$ cat src/rtl/avgp_out_drain_ctrl_pkg.sv
// avgp_ctrl_pkg: shared types and elaboration-time helpers for the
// average-pooling output drain controller.
//   drain_state_t : controller state (IDLE, FILL, STREAM, DONE), 2-bit code
//   frame_total() : pixels per frame = width * height * channels
//   clog2()       : ceiling log2 used to size the occupancy counter
package avgp_ctrl_pkg;

    typedef enum logic [1:0] {
        IDLE   = 2'd0,
        FILL   = 2'd1,
        STREAM = 2'd2,
        DONE   = 2'd3
    } drain_state_t;

    function automatic int unsigned frame_total(input int unsigned width,
                                                input int unsigned height,
                                                input int unsigned channels);
        return width * height * channels;
    endfunction

    function automatic int unsigned clog2(input int unsigned value);
        int unsigned result;
        result = 0;
        for (int unsigned i = 0; i < 32; i++) begin
            if ((32'd1 << i) < value) begin
                result = i + 1;
            end
        end
        return result;
    endfunction

endpackage

$ cat src/rtl/avgp_out_drain_ctrl_occ.sv
// fifo_occ_counter: up/down word counter mirroring the external FIFO fill.
// Simultaneous inc/dec cancel; the count saturates at 0 and at DEPTH.
//   clk, reset  : clock, asynchronous active-high reset
//   inc, dec    : accepted write / accepted read this cycle
//   count       : registered occupancy
//   count_next  : occupancy after this cycle's update (feeds the FSM)
module fifo_occ_counter #(
    parameter int unsigned DEPTH = 1024,
    parameter int unsigned WIDTH = 11
) (
    input  logic             clk,
    input  logic             reset,
    input  logic             inc,
    input  logic             dec,
    output logic [WIDTH-1:0] count,
    output logic [WIDTH-1:0] count_next
);

    localparam logic [WIDTH-1:0] MAX_COUNT = WIDTH'(DEPTH);

    always_comb begin
        count_next = count;
        if (inc && !dec && count != MAX_COUNT) begin
            count_next = count + WIDTH'(1);
        end else if (dec && !inc && count != '0) begin
            count_next = count - WIDTH'(1);
        end
    end

    always_ff @(posedge clk or posedge reset) begin
        if (reset) begin
            count <= '0;
        end else begin
            count <= count_next;
        end
    end

endmodule

$ cat src/rtl/avgp_out_drain_ctrl.sv
// avgp_out_drain_ctrl: holds FIFO reads back until FILL_LEVEL words are
// buffered (or the whole frame has been written), then streams until every
// pixel of the frame has been read, pulses frame_done and rearms.
//   clk, reset  : clock, asynchronous active-high reset
//   valid_core  : core result written to the FIFO this cycle
//   fifo_full   : FIFO full flag
//   fifo_empty  : FIFO empty flag
//   rd_en       : FIFO read enable (registered)
//   valid_out   : FIFO dout valid (registered, aligned with non-FWFT dout)
//   frame_done  : one-cycle pulse alongside the last pixel of a frame
//   ovf_err     : sticky, a write was attempted while full
//   occupancy   : tracked FIFO word count
module avgp_out_drain_ctrl
    import avgp_ctrl_pkg::*;
#(
    parameter int unsigned IMAGE_WIDTH  = 16,
    parameter int unsigned IMAGE_HEIGHT = 16,
    parameter int unsigned CHANNEL_NUM  = 512,
    parameter int unsigned FILL_LEVEL   = 256,
    parameter int unsigned FIFO_DEPTH   = 1024,
    parameter int unsigned CNT_WIDTH    = 18
) (
    input  logic                         clk,
    input  logic                         reset,
    input  logic                         valid_core,
    input  logic                         fifo_full,
    input  logic                         fifo_empty,
    output logic                         rd_en,
    output logic                         valid_out,
    output logic                         frame_done,
    output logic                         ovf_err,
    output logic [clog2(FIFO_DEPTH):0]   occupancy
);

    localparam int unsigned TOTAL = frame_total(IMAGE_WIDTH, IMAGE_HEIGHT, CHANNEL_NUM);
    localparam int unsigned OCC_W = clog2(FIFO_DEPTH) + 1;

    localparam logic [CNT_WIDTH-1:0] TOTAL_C = CNT_WIDTH'(TOTAL);
    localparam logic [OCC_W-1:0]     FILL_C  = OCC_W'(FILL_LEVEL);

    drain_state_t         state;
    drain_state_t         next_state;
    logic                 wr_acc;
    logic                 rd_acc;
    logic [CNT_WIDTH-1:0] wr_cnt;
    logic [CNT_WIDTH-1:0] rd_cnt;
    logic [CNT_WIDTH-1:0] wr_cnt_inc;
    logic [CNT_WIDTH-1:0] rd_cnt_inc;
    logic [OCC_W-1:0]     occ_next;

    assign wr_acc = valid_core && !fifo_full;
    assign rd_acc = rd_en && !fifo_empty;

    fifo_occ_counter #(
        .DEPTH (FIFO_DEPTH),
        .WIDTH (OCC_W)
    ) u_occ (
        .clk        (clk),
        .reset      (reset),
        .inc        (wr_acc),
        .dec        (rd_acc),
        .count      (occupancy),
        .count_next (occ_next)
    );

    // Frame counters saturate at TOTAL so an overlong frame never wraps.
    always_comb begin
        wr_cnt_inc = wr_cnt;
        rd_cnt_inc = rd_cnt;
        if (wr_acc && wr_cnt != TOTAL_C) begin
            wr_cnt_inc = wr_cnt + CNT_WIDTH'(1);
        end
        if (rd_acc && rd_cnt != TOTAL_C) begin
            rd_cnt_inc = rd_cnt + CNT_WIDTH'(1);
        end
    end

    // A write taken during DONE already belongs to the next frame, so IDLE
    // also leaves on a non-zero wr_cnt rather than waiting for another write.
    always_comb begin
        next_state = state;
        case (state)
            IDLE: begin
                if (wr_acc || wr_cnt != '0) begin
                    next_state = FILL;
                end
            end
            FILL: begin
                if (occ_next >= FILL_C || wr_cnt_inc >= TOTAL_C) begin
                    next_state = STREAM;
                end
            end
            STREAM: begin
                if (rd_cnt_inc == TOTAL_C) begin
                    next_state = DONE;
                end
            end
            DONE: begin
                next_state = IDLE;
            end
            default: begin
                next_state = IDLE;
            end
        endcase
    end

    always_ff @(posedge clk or posedge reset) begin
        if (reset) begin
            state <= IDLE;
        end else begin
            state <= next_state;
        end
    end

    always_ff @(posedge clk or posedge reset) begin
        if (reset) begin
            wr_cnt <= '0;
            rd_cnt <= '0;
        end else if (state == DONE) begin
            wr_cnt <= wr_acc ? CNT_WIDTH'(1) : '0;
            rd_cnt <= '0;
        end else begin
            wr_cnt <= wr_cnt_inc;
            rd_cnt <= rd_cnt_inc;
        end
    end

    always_ff @(posedge clk or posedge reset) begin
        if (reset) begin
            rd_en      <= 1'b0;
            valid_out  <= 1'b0;
            frame_done <= 1'b0;
            ovf_err    <= 1'b0;
        end else begin
            rd_en      <= (next_state == STREAM);
            valid_out  <= rd_acc;
            frame_done <= (next_state == DONE);
            ovf_err    <= ovf_err || (valid_core && fifo_full);
        end
    end

endmodule

$ cat config.mk
export PLATFORM = sky130hd
export DESIGN_NAME = avgp_out_drain_ctrl
export DESIGN_NICKNAME = d
export VERILOG_FILES = /design/src/rtl/avgp_out_drain_ctrl_pkg.sv /design/src/rtl/avgp_out_drain_ctrl_occ.sv /design/src/rtl/avgp_out_drain_ctrl.sv
export SDC_FILE = /design/constraint.sdc
export NUM_CORES = 1
export LEC_CHECK = 0
export CORE_MARGIN = 8
export CORE_UTILIZATION = 44
export CTS_CLUSTER_DIAMETER = 100
export DETAILED_ROUTE_END_ITERATION = 6
export PLACE_DENSITY = 0.7
export SYNTH_ARGS = -nofsm -noshare
export SYNTH_HDL_FRONTEND = slang
export SYNTH_SLANG_ARGS = --single-unit
$ cat constraint.sdc
create_clock -name clk -period 2.75 [get_ports clk]
set_input_delay 0.6875 -clock clk [delete_from_list [all_inputs] [get_ports clk]]
set_output_delay 0.6875 -clock clk [all_outputs]
set_load 0.005 [all_outputs]
* Word-level counts from Yosys, hierarchy flattened
Index checks and enable logic that the tools add are counted.
Word-level totals: bits in registers 53, latch bits 0, bits in writable memories 0, memory bits (read-only) 0, output and inout bits 15, memories kept 0
Cells by class: $add $sub $neg 4, multiply operators 0, divide/modulo/power cells 0, order comparisons 2, eq/ne operators 9, shift operators 0, muxes and demuxes 11, bitwise operators 0, reductions and logical operators 19
Operators by type and width (number):
- $mux W18 | 4
- $add A18 B1 Y18 const B | 2
- $ne A18 B18 Y1 const B | 2
- $mux W11 | 2
- $eq A18 B18 Y1 const B | 1
- $ge A18 B18 Y1 const B | 1
- $reduce_bool A18 Y1 | 1
- $add A11 B1 Y11 const B | 1
- $ge A11 B9 Y1 const B | 1
- $ne A11 B11 Y1 const B | 1
- $reduce_bool A11 Y1 | 1
- $sub A11 B1 Y11 const B | 1
- $logic_and A1 B1 Y1 | 9
- $eq A2 B2 Y1 const B | 4
- $pmux W2 S4 | 1
- $mux W2 | 3
- $logic_not A1 Y1 | 4
- $logic_or A1 B1 Y1 | 3
- $eq A2 B1 Y1 const B | 1
- $logic_not A2 Y1 | 1
- $mux W1 | 1

* Longest topological paths before layout
Gate-level depths: netlist of run 1.
depth after elaboration 12, depth in mapped cells 10, gate-level depth less buffers 9

* By module
From an unflattened synthesis of run 1, not the netlist that was laid out.
Unflattened totals: cell total of the unflattened synthesis 347, area, all modules 3280.6 um2
Modules (own cells, without submodules):
- avgp_out_drain_ctrl | instances 1, cells each 266, area an instance 2469.9 um2, seq. area each 1051.0 um2
- fifo_occ_counter | instances 1, cells each 81, area an instance 810.8 um2, seq. area each 275.3 um2

* Worst setup path after synthesis of run 1
No wires, ideal clock.
path type reg-to-reg, start point register u_occ.count[0], end point register u_occ.count[7], setup time 0.079 ns, arrival 2.266 ns, data required time 2.671 ns, setup slack 0.405 ns, stages on the path, launching flop included 10, path buffers 1, period minus slack after synthesis 2.345 ns, cells stage by stage dfrtp_1 -> clkbuf_1 -> inv_1 -> ha_1 -> or4b_4 -> nor2_1 -> a311oi_1 -> nand4_1 -> o21ai_0 -> xor2_1
On the way: word-level cells in the longest chain between the ends 4, elaborated cells on any way between the ends 8, those cells by class add/sub (2); eq/ne (1); mux (2); reduce/logical (3)
RTL lines:
- start: declaration | line avgp_out_drain_ctrl_occ.sv:15 | output logic [WIDTH-1:0] count,
- start signal: assignment | line avgp_out_drain_ctrl_occ.sv:34 | count <= count_next;
- branches (longest 3 deep; another with $sub A11 B1 Y11)
- $mux W11 (*) | line avgp_out_drain_ctrl_occ.sv:23 | if (inc && !dec && count != MAX_COUNT) begin
- named net occ_next[7] | line avgp_out_drain_ctrl.sv:49 | logic [OCC_W-1:0] occ_next;
Mark *: on every way through the listed nets, which the timed path passes.

* Worst setup path after layout of run 1
start point input port fifo_full, end point register rd_en
On the way: word-level cells in the longest chain between the ends 12, elaborated cells on any way between the ends 19, those cells by class order compare (2); eq/ne (1); mux (6); reduce/logical (10)
RTL lines:
- start: declaration | line avgp_out_drain_ctrl.sv:26 | input logic fifo_full,
- $logic_not A1 Y1 (*) | line avgp_out_drain_ctrl.sv:51 | assign wr_acc = valid_core && !fifo_full;
- $logic_and A1 B1 Y1 (*) | line avgp_out_drain_ctrl.sv:51
- $logic_not A1 Y1 | line avgp_out_drain_ctrl_occ.sv:25 | end else if (dec && !inc && count != '0) begin
- $logic_and A1 B1 Y1 (2 in series) | line avgp_out_drain_ctrl_occ.sv:25
- $mux W11 | line avgp_out_drain_ctrl_occ.sv:25
- $mux W11 (*) | line avgp_out_drain_ctrl_occ.sv:23
- named net occ_next[10] | line avgp_out_drain_ctrl.sv:49
- $ge A11 B9 Y1 (*) | line avgp_out_drain_ctrl.sv:89 | if (occ_next >= FILL_C || wr_cnt_inc >= TOTAL_C) begin
- $logic_or A1 B1 Y1 (*) | line avgp_out_drain_ctrl.sv:89
- $mux W2 (*) | line avgp_out_drain_ctrl.sv:89
- $pmux W2 S4 (*) | line avgp_out_drain_ctrl.sv:82 | case (state)
- $eq A2 B2 Y1 (*) | line avgp_out_drain_ctrl.sv:135 | rd_en <= (next_state == STREAM);
- end signal: assignment | line avgp_out_drain_ctrl.sv:135
- end: declaration | line avgp_out_drain_ctrl.sv:28 | output logic rd_en,
The timed path passes the listed nets; every way through them passes the cells marked *.

==> results of run 1 <==
==> worst max-delay path, delay by kind of cell <==
kind	cells	cell delay (ns)
AND/OR/NAND/NOR	6	1.34
buffers and inverters	1	0.49
AO/OA/AOI/OAI	1	0.26
==> path summary, 6_finish.rpt <==
kind	startpoint	to	slack [ns]	depth (start not counted)
max in group asynchronous	reset	rd_cnt[17]	1.46	3
setup reg to reg	rd_cnt[1]	rd_en	0.26	8
min in group asynchronous	reset	wr_cnt[4]	0.69	2
setup / recovery	fifo_full	rd_en	0.15	8
hold reg to reg	ovf_err	ovf_err	0.46	1
hold / removal	ovf_err	ovf_err	0.46	1
==> layer usage <==
metal	routed length [um]	up-vias	track usage (%)	part of all wire [%]
li1	-	1240	-	-
met1	3099	1213	17.81	49
met2	2962	30	22.42	46
met3	242	8	2.837	3.8
met4	70	0	4.075	1.1
met5	0	-	0	0
==> registers in the layout, indices dropped and copies added (netlist names) <==
signal and cells:
state 2, frame_done 1, rd_en 1, wr_cnt 18, u_occ.count 11, rd_cnt 18
ovf_err 1, valid_out 1
==> per-stage QoR <==
step	setup WS (ns)	setup TNS (ns)	hold WS, ns	cell area [um^2]
after global routing	0.04202	0	0.4885	3677
after global placement	-0.07394	-0.1740	0.4474	3561
after CTS	0.1724	0	0.4672	3677
final	0.1498	0	0.4620	3677
after detailed placement	-0.1581	-0.4016	0.4490	3561
after floorplan	0.4050	0	0.4510	3098
==> cells in the mapped netlist (2+ instances only) <==
| master | instances |
|---|---|
| ha_1 | 6 |
| clkbuf_1 | 8 |
| nand4_1 | 11 |
| o31ai_1 | 2 |
| nor3_1 | 11 |
| nor4b_1 | 2 |
| dfrtp_1 | 53 |
| nor4_4 | 2 |
| inv_1 | 12 |
| nor4_1 | 8 |
| nor2_1 | 46 |
| or3_1 | 3 |
| a31oi_1 | 2 |
| nand3_1 | 12 |
| and2_1 | 2 |
| and4b_1 | 2 |
| xor2_1 | 29 |
| nand2_1 | 25 |
| and3_1 | 6 |
| xnor2_1 | 14 |
| o21ai_0 | 7 |
| or3_2 | 2 |
| nor3b_1 | 3 |
| and4_1 | 9 |
| a31o_2 | 2 |
| a21oi_1 | 11 |
| buf_2 | 4 |
| a21o_1 | 2 |
| and3_4 | 2 |
==> power by group through the flow <==
stage / sequential, W / clock, W / combinational [W]
6_report: 0.00108 / 0.000548 / 0.000886
5_1_grt: 0.00111 / 0.000593 / 0.000990
4_1_cts: 0.00108 / 0.000568 / 0.000898
3_5_place_dp: 0.00109 / 0 / 0.000898
3_3_place_gp: 0.00109 / 0 / 0.000884
2_1_floorplan: 0.00108 / 0 / 0.000550
==> final cells by class <==
class,instances,area [um^2]
Clock buffer,7,86.33
Clock inverter,1,30.03
Fill cell,584,3117
Inverter,12,45.04
Multi-Input combinational cell,250,1677
Sequential cell,53,1326
Tap cell,96,120.1
Timing Repair Buffer,46,392.9
==> kinds of logic after synthesis <==
logic type               after synthesis  synth area share (%)
AND/OR/NAND/NOR                      156                 28.27
flip-flops                            53                 42.81
XOR/XNOR                              44                 13.05
AO/OA/AOI/OAI                         42                 9.693
buffers and inverters                 24                 3.069
adder cells (fa/ha/maj)                6                 2.423
multiplexers                           2                0.6866
==> reports/results.txt, run 1 <==
Initial core utilization: 45.60%
Ys async rst share: 100.0%
Ys Warns: 0
Reg clk slew, reported paths: 0.09 ns
Most common cell after layout, fill and taps aside: dfrtp_1
CTS Root Buffer Type: clkbuf_8
Fraction of layout cells with a size suffix above 1: 14.63%
Register area share after synthesis: 42.81%
CP Cell Sequence: clkdlybuf4s50_1, and2b_1, and4_1, a31o_2, and3_4, or2_1, nor3_1, nor4_1
Post-synth top area share: 42.81%
Sink Count: 53
Data required, critical path: 2.93 ns
Cell internal pwr: 0.001639 W
Final setup vio count: 0
Primary FF master, synth: dfrtp_1
Clk Latency, worst-skew pair: 0.31 ns
Combinational share of power: 35.2%
Hold-fix buffers, CTS: 0
Clock share of power: 21.8%
Crit path arrival time: 2.79 ns
Slew @ Worst Pin: 0.6917 ns
Final Cycle Share: 94.55%
Antenna violations before repair: 0
Die Wd: 99.91 um
EDFF count, synth: 0
Area growth syn-to-layout: 18.70%
Cells after synthesis: 327
Num CTS Buffers: 5
Switching Fraction: 34.83%
Cell Rows: 30
IO Pins: 20
Maxcap violations: 0
Routed WL per cell: 13.71 um
Setup bufs post-CTS: 0
Max-slew violation count: 0
Post-Syn Nets: 338
GPL Wtd Cong: 0.8668
CTS max path bufs: 2
Global-route wire length before repair: 11270 um
Clock Skew: 0.009828 ns
Worst path max stage delay: 0.49 ns
Slowest cell on crit path: clkdlybuf4s50_1
Total GRT Usage: 13.75%
Routed vias/inst: 5.357
Grt total ovfl: 0
CP Max Fanout: 5
Hpwl dp: 4717 um
H-tree Lvls: 2
Post-synth cell types: 58
Pre-antenna DRT Iters: 4
Top cells by area, synth: dfrtp_1 43%, xor2_1 8.2%, nor2_1 5.6%, xnor2_1 4.0%, nand2_1 3.0%
Die Y: 99.91 um
CTS tree: done
Critical path endpoint category: register
Total wire length: 6375 um
Util after Layout: 54.13%
Synthesized flop and latch total: 53
Final hold viol count: 0
Max VDD drop: 274.5 uV
Status: finished clean
Synth Cell Area: 0.003098 mm^2
Core area: 0.006794 mm^2
Cell Pwr Density: 684.0 mW/mm^2
Die area: 0.009982 mm^2
LEAKAGE: 1.660 nW
Worst min-delay path category: register to register
Net Sw Power: 0.0008760 W
Vias: 2491
Placed insts: 457
Highest clock rate: 384.6 MHz
Nets: 379
Cell type with the largest total area after synthesis: dfrtp_1
Max transition margin: 53.88%
Startpoint types: input port
I/O Buffers: 19
Final Power: 0.002515 W
Mean Syn Cell Area: 9.474 um^2
Minimum clock period: 2.600 ns
Crit Path Category: input port to register
Non-Filler Instances: 465
Resized cells post-CTS: 0
ANT nets after route: 0
Most frequent cells in the layout: 53 x dfrtp_1, 46 x nor2_1, 29 x xor2_1
Number of global-route vias before repair: 2383
RSZ-0062 raised after global routing: false
Initial drt markers: 97
Sequential share of power: 43.0%
Largest net degree at the start of global routing: 23
N_diodes: 0
# DRC: 0
Power figures use the tool's default switching activity.
==> run 2: changes to the inputs <==
Settings changed: CORE_UTILIZATION 44 to 50, PLACE_DENSITY 0.7 to 0.77, SLEW_MARGIN from default to 10.
==> run 2 against run 1 <==
  * Hold slack lost 0.0012 ns
  * First-iteration DRC count grew 51%
  * Die area is 10% lower
  * Largest power group unchanged
  * Final area decreased by 1.8%
  * Utilization up 6.5 points
  * Count of clock-buffer cells in the layout down 2
  * Cell count is 5.2% lower
==> reports/results.txt, run 2 (synthesis results as in run 1) <==
RSZ-0062 raised after global routing: false (unchanged)
Num CTS Buffers: 5 (unchanged)
Largest net degree at the start of global routing: 35 (was 23)
Final setup vio count: 0 (unchanged)
Cell Rows: 28 (was 30)
Final hold viol count: 0 (unchanged)
Highest clock rate: 391.6 MHz (was 384.6 MHz)
Register area: 0.001326 mm^2 (unchanged)
Nets: 376 (was 379)
Max transition margin: 69.82% (was 53.88%)
Final Cycle Share: 92.86% (was 94.55%)
Fraction of layout cells with a size suffix above 1: 14.21% (was 14.63%)
Reg2reg path depth: 8 (unchanged)
Total wire length: 6467 um (was 6375 um)
Setup bufs post-CTS: 0 (unchanged)
Area growth syn-to-layout: 16.56% (was 18.70%)
Antenna violations before repair: 0 (unchanged)
Clock Skew: 0.008350 ns (was 0.009828 ns)
Cell Pwr Density: 668.4 mW/mm^2 (was 684.0 mW/mm^2)
I/O Buffers: 19 (unchanged)
Placed insts: 433 (was 457)
Status: finished clean (unchanged)
Pre-antenna DRT Iters: 4 (unchanged)
Slew @ Worst Pin: 0.4520 ns (was 0.6917 ns)
Fin Setup TNS: 0 ns (unchanged)
Clk Latency, worst-skew pair: 0.31 ns (about the same)
Hold-fix buffers, CTS: 0 (unchanged)
Largest regs: rd_cnt (18), wr_cnt (18), u_occ.count (11) (unchanged)
Sink Count: 53 (unchanged)
Data required, critical path: 2.94 ns (was 2.93 ns)
Total GRT Usage: 15.37% (was 13.75%)
Die Wd: 94.72 um (was 99.91 um)
N_diodes: 0 (unchanged)
CTS max path bufs: 2 (unchanged)
Non-Filler Instances: 441 (was 465)
Initial core utilization: 52.02% (was 45.60%)
CP Cell Sequence: clkdlybuf4s50_1, and2b_1, and4_1, a221oi_1, a21oi_1, or2_1, nor3_1, nor4_1 (was clkdlybuf4s50_1, and2b_1, and4_1, a31o_2, and3_4, or2_1, nor3_1, nor4_1)
Vias: 2530 (was 2491)
# DRC: 0 (unchanged)
Final Power: 0.002414 W (was 0.002515 W)
H-tree Lvls: 2 (unchanged)
WHS: 0.4608 ns (was 0.4620 ns)
IO Pins: 20 (unchanged)
Most frequent cells in the layout: 53 x dfrtp_1, 46 x nor2_1, 29 x xor2_1 (unchanged)
Critical path endpoint category: register (unchanged)
Slowest cell on crit path: clkdlybuf4s50_1 (unchanged)
Multi-input combinational cell area: 0.001677 mm^2 (unchanged)
GPL Wtd Cong: 0.8277 (was 0.8668)
Number of global-route vias before repair: 2464 (was 2383)
Worst min-delay path category: register to register (unchanged)
Routed WL per cell: 14.66 um (was 13.71 um)
Grt total ovfl: 0 (unchanged)
Global-route wire length before repair: 11210 um (was 11270 um)
Max VDD drop: 462.2 uV (was 274.5 uV)
Filler cell count: 504 (was 584)
Minimum clock period: 2.554 ns (was 2.600 ns)
Routed vias/inst: 5.737 (was 5.357)
Resized cells post-CTS: 0 (unchanged)
CTS tree: done (unchanged)
CTS Root Buffer Type: clkbuf_8 (unchanged)
Crit path arrival time: 2.74 ns (was 2.79 ns)
Initial drt markers: 146 (was 97)
Crit Path Category: input port to register (unchanged)
Max-slew violation count: 0 (unchanged)
Reg clk slew, reported paths: 0.10 ns (was 0.09 ns)
Most common cell after layout, fill and taps aside: dfrtp_1 (unchanged)
Startpoint types: input port (unchanged)
LEAKAGE: 1.635 nW (was 1.660 nW)
Core area: 0.005956 mm^2 (was 0.006794 mm^2)
Maxcap violations: 0 (unchanged)
CP Max Fanout: 4 (was 5)
Worst path max stage delay: 0.50 ns (was 0.49 ns)
Die area: 0.008971 mm^2 (was 0.009982 mm^2)
Hold Path Depth: 1 (unchanged)
Die Y: 94.72 um (was 99.91 um)
ANT nets after route: 0 (unchanged)
Hpwl dp: 4745 um (was 4717 um)
run 2: final cells by class:
class / instances / area share, %
multi-input combinational: 250 / 46.43
sequential: 53 / 36.73
inverter: 12 / 1.247
timing repair buffer: 43 / 10.60
clock buffer: 5 / 1.906
clock inverter: 3 / 0.4851
tap: 75 / 2.599
run 2: stage by stage:
stage / cell area (um^2) / utilization [%] / setup slack [ns]
3_5_place_dp: 3525 / 59.18 / -0.1171
5_1_grt: 3611 / 60.63 / 0.04881
6_report: 3611 / 60.63 / 0.1965
2_1_floorplan: 3098 / - / 0.4050
4_1_cts: 3611 / 60.63 / 0.1954
3_3_place_gp: 3525 / 59.18 / -0.05069
run 2: power by group:
part,leakage [nW],total (W),internal [W],switching (W)
clock network,0.0439,0.000442,0.000177,0.000266
registers,0.709,0.00109,0.000907,0.000179
logic,0.882,0.000886,0.000437,0.000449
run 2: layer usage:
| layer | part of all wire [%] | up-vias | GRT usage (%) |
|---|---|---|---|
| li1 | - | 1228 | - |
| met1 | 44 | 1239 | 19.02 |
| met2 | 49 | 57 | 26.01 |
| met3 | 5.7 | 6 | 3.413 |
| met4 | 1.0 | 0 | 4.811 |
| met5 | 0 | - | 0 |
run 2: worst max-delay path: cells and delay by family:
kind / cells / cell delay (ns)
AOI/OAI and AO/OA: 2 / 0.43
and+or+nand+nor: 5 / 1.12
buffers and inverters: 1 / 0.50
run 2: worst paths after layout:
path / slack, ns / to / start
setup / recovery: 0.20 / rd_en / fifo_full
hold / removal: 0.46 / ovf_err / ovf_err
setup reg to reg: 0.39 / rd_en / rd_cnt[1]
hold reg to reg: 0.46 / ovf_err / ovf_err
max in group asynchronous: 1.53 / frame_done / reset
min in group asynchronous: 0.70 / wr_cnt[11] / reset
==> run 3: changes to the inputs <==
Settings changed: CORE_ASPECT_RATIO from default to 0.6, DONT_BUFFER_PORTS from default to 1, PLACE_DENSITY 0.77 to 0.73.
==> run 3 against run 2 <==
  * Global-route usage down 1.3 points
  * Register-to-register slack worse by 0.18 ns
  * Critical path type is now register to register
  * Die area grew 0.92%
  * Hold slack lost 0.22 ns
  * Sequential cell count stayed put
  * Final area down 8.5%
  * Critical path depth is the same
  * First-iteration DRC count up 32%
  * Sequential power about the same
  * Count of clock-buffer cells in the layout is 2 higher
  * Non-clock buffer count down 38
==> reports/results.txt, run 3 (synthesis results as in run 1) <==
Routed WL per cell: 15.17 um (was 14.66 um)
CTS tree: done (unchanged)
Grt met1 use: 21.43% (was 19.02%)
Worst slack at placement: 0.2289 ns (was -0.1171 ns)
Final hold viol count: 0 (unchanged)
Number of global-route vias before repair: 2157 (was 2464)
Die Wd: 117.6 um (was 94.72 um)
Die Y: 76.97 um (was 94.72 um)
IO Pins: 20 (unchanged)
LEAKAGE: 1.476 nW (was 1.635 nW)
Util after Layout: 54.57% (was 60.63%)
Crit path arrival time: 2.70 ns (was 2.74 ns)
Startpoint types: register (was input port)
Routed vias/inst: 5.570 (was 5.737)
Cell Pwr Density: 692.9 mW/mm^2 (was 668.4 mW/mm^2)
Total wire length: 6250 um (was 6467 um)
Initial core utilization: 51.16% (was 52.02%)
Setup bufs post-CTS: 0 (unchanged)
Max VDD drop: 332.4 uV (was 462.2 uV)
Clk Latency, worst-skew pair: 0.30 ns (was 0.31 ns)
Largest regs: rd_cnt (18), wr_cnt (18), u_occ.count (11) (unchanged)
# DRC: 0 (unchanged)
Met3 GRT Util: 3.947% (was 3.413%)
Resized cells post-CTS: 0 (unchanged)
Global-route wire length before repair: 10760 um (was 11210 um)
Minimum clock period: 2.537 ns (was 2.554 ns)
Vias: 2295 (was 2530)
Highest clock rate: 394.2 MHz (was 391.6 MHz)
Pre-antenna DRT Iters: 4 (unchanged)
Filler cell count: 525 (was 504)
Clock Skew: 0.01519 ns (was 0.008350 ns)
I/O Buffers: 0 (was 19)
Grt total ovfl: 0 (unchanged)
Die area: 0.009053 mm^2 (was 0.008971 mm^2)
Final Cycle Share: 92.25% (was 92.86%)
Area growth syn-to-layout: 6.664% (was 16.56%)
Final setup vio count: 0 (unchanged)
Fin worst setup slack: 0.2132 ns (was 0.1965 ns)
GPL Wtd Cong: 0.8800 (was 0.8277)
M2 GR Usage: 18.85% (was 26.01%)
H-tree Lvls: 2 (unchanged)
Status: finished clean (unchanged)
Core area: 0.006056 mm^2 (was 0.005956 mm^2)
Max-slew violation count: 0 (unchanged)
Slew @ Worst Pin: 0.9273 ns (was 0.4520 ns)
N_diodes: 0 (unchanged)
Data required, critical path: 2.91 ns (was 2.94 ns)
Hold-fix buffers, CTS: 0 (unchanged)
Reg clk slew, reported paths: 0.10 ns (about the same)
Worst min-delay path category: input port to asynchronous set/reset pin (was register to register)
Sink Count: 53 (unchanged)
Nets: 338 (was 376)
Total GRT Usage: 14.11% (was 15.37%)
Num CTS Buffers: 5 (unchanged)
Most frequent cells in the layout: 53 x dfrtp_1, 46 x nor2_1, 29 x xor2_1 (unchanged)
CTS Root Buffer Type: clkbuf_8 (unchanged)
CP Max Fanout: 10 (was 4)
Critical path endpoint category: register (unchanged)
Global routing's busiest layer: met1 (was met2)
Cell Rows: 22 (was 28)
CTS max path bufs: 2 (unchanged)
Maxcap violations: 0 (unchanged)
Non-Filler Instances: 412 (was 441)
Fraction of layout cells with a size suffix above 1: 10.06% (was 14.21%)
Largest net degree at the start of global routing: 39 (was 35)
Max transition margin: 37.76% (was 69.82%)
Hpwl dp: 4759 um (was 4745 um)
RSZ-0062 raised after global routing: false (unchanged)
Crit Path Category: register to register (was input port to register)
Initial drt markers: 192 (was 146)
ANT nets after route: 0 (unchanged)
Placed insts: 404 (was 433)
Most common cell after layout, fill and taps aside: dfrtp_1 (unchanged)
Antenna violations before repair: 0 (unchanged)
Fin Setup TNS: 0 ns (unchanged)
==> run 3: worst paths after layout <==
| check | from | to | slack, ns | depth (start not counted) |
|---|---|---|---|---|
| min | reset | rd_cnt[4] | 0.24 | 1 |
| min reg2reg | ovf_err | ovf_err | 0.49 | 1 |
| min in group clk | ovf_err | ovf_err | 0.49 | 1 |
| max | rd_cnt[1] | rd_en | 0.21 | 8 |
| max in group asynchronous | reset | rd_cnt[9] | 1.97 | 2 |
| max reg2reg | rd_cnt[1] | rd_en | 0.21 | 8 |
==> run 3: per-stage QoR <==
stage                     total power, W  area (um^2)  hold slack, ns
final                           0.002290         3304          0.2377
after global routing            0.002443         3304          0.2458
after CTS                       0.002313         3304          0.2360
after detailed placement        0.001828         3203          0.4808
after global placement          0.001809         3203          0.4773
after floorplan                 0.001625         3098          0.4510
==> run 3: worst max-delay path: stages (launching register included) <==
cell	delay, ns
dfrtp_1	0.43
ha_1	0.29
and3_1	0.27
and3_1	0.42
nand3_1	0.19
o22a_1	0.25
a211o_1	0.26
nor4_4	0.18
nor4_1	0.10
==> run 3: final cells by class <==
| type | instances | area, um^2 | area share [%] |
|---|---|---|---|
| Clock inverter | 1 | 5.005 | 0.1515 |
| Inverter | 12 | 45.04 | 1.363 |
| Multi-Input combinational cell | 250 | 1677 | 50.74 |
| Clock buffer | 7 | 96.34 | 2.916 |
| Sequential cell | 53 | 1326 | 40.14 |
| Timing Repair Buffer | 5 | 50.05 | 1.515 |
| Tap cell | 84 | 105.1 | 3.181 |
==> run 3: power by group <==
group          internal (W)  leakage, nW  switching, W
Clock              0.000228       0.0542      0.000246
Sequential         0.000907        0.709      0.000198
Combinational      0.000297        0.713      0.000414
Total               0.00143         1.48      0.000858
==> run 3: layer usage <==
metal  part of all wire [%]  vias up  wire length [um]
met1                     55     1103              3411
li1                       -     1155                 -
met4                   0.34        0                21
met3                    5.3        2               332
met2                     40       35              2484
met5                      0        -                 0
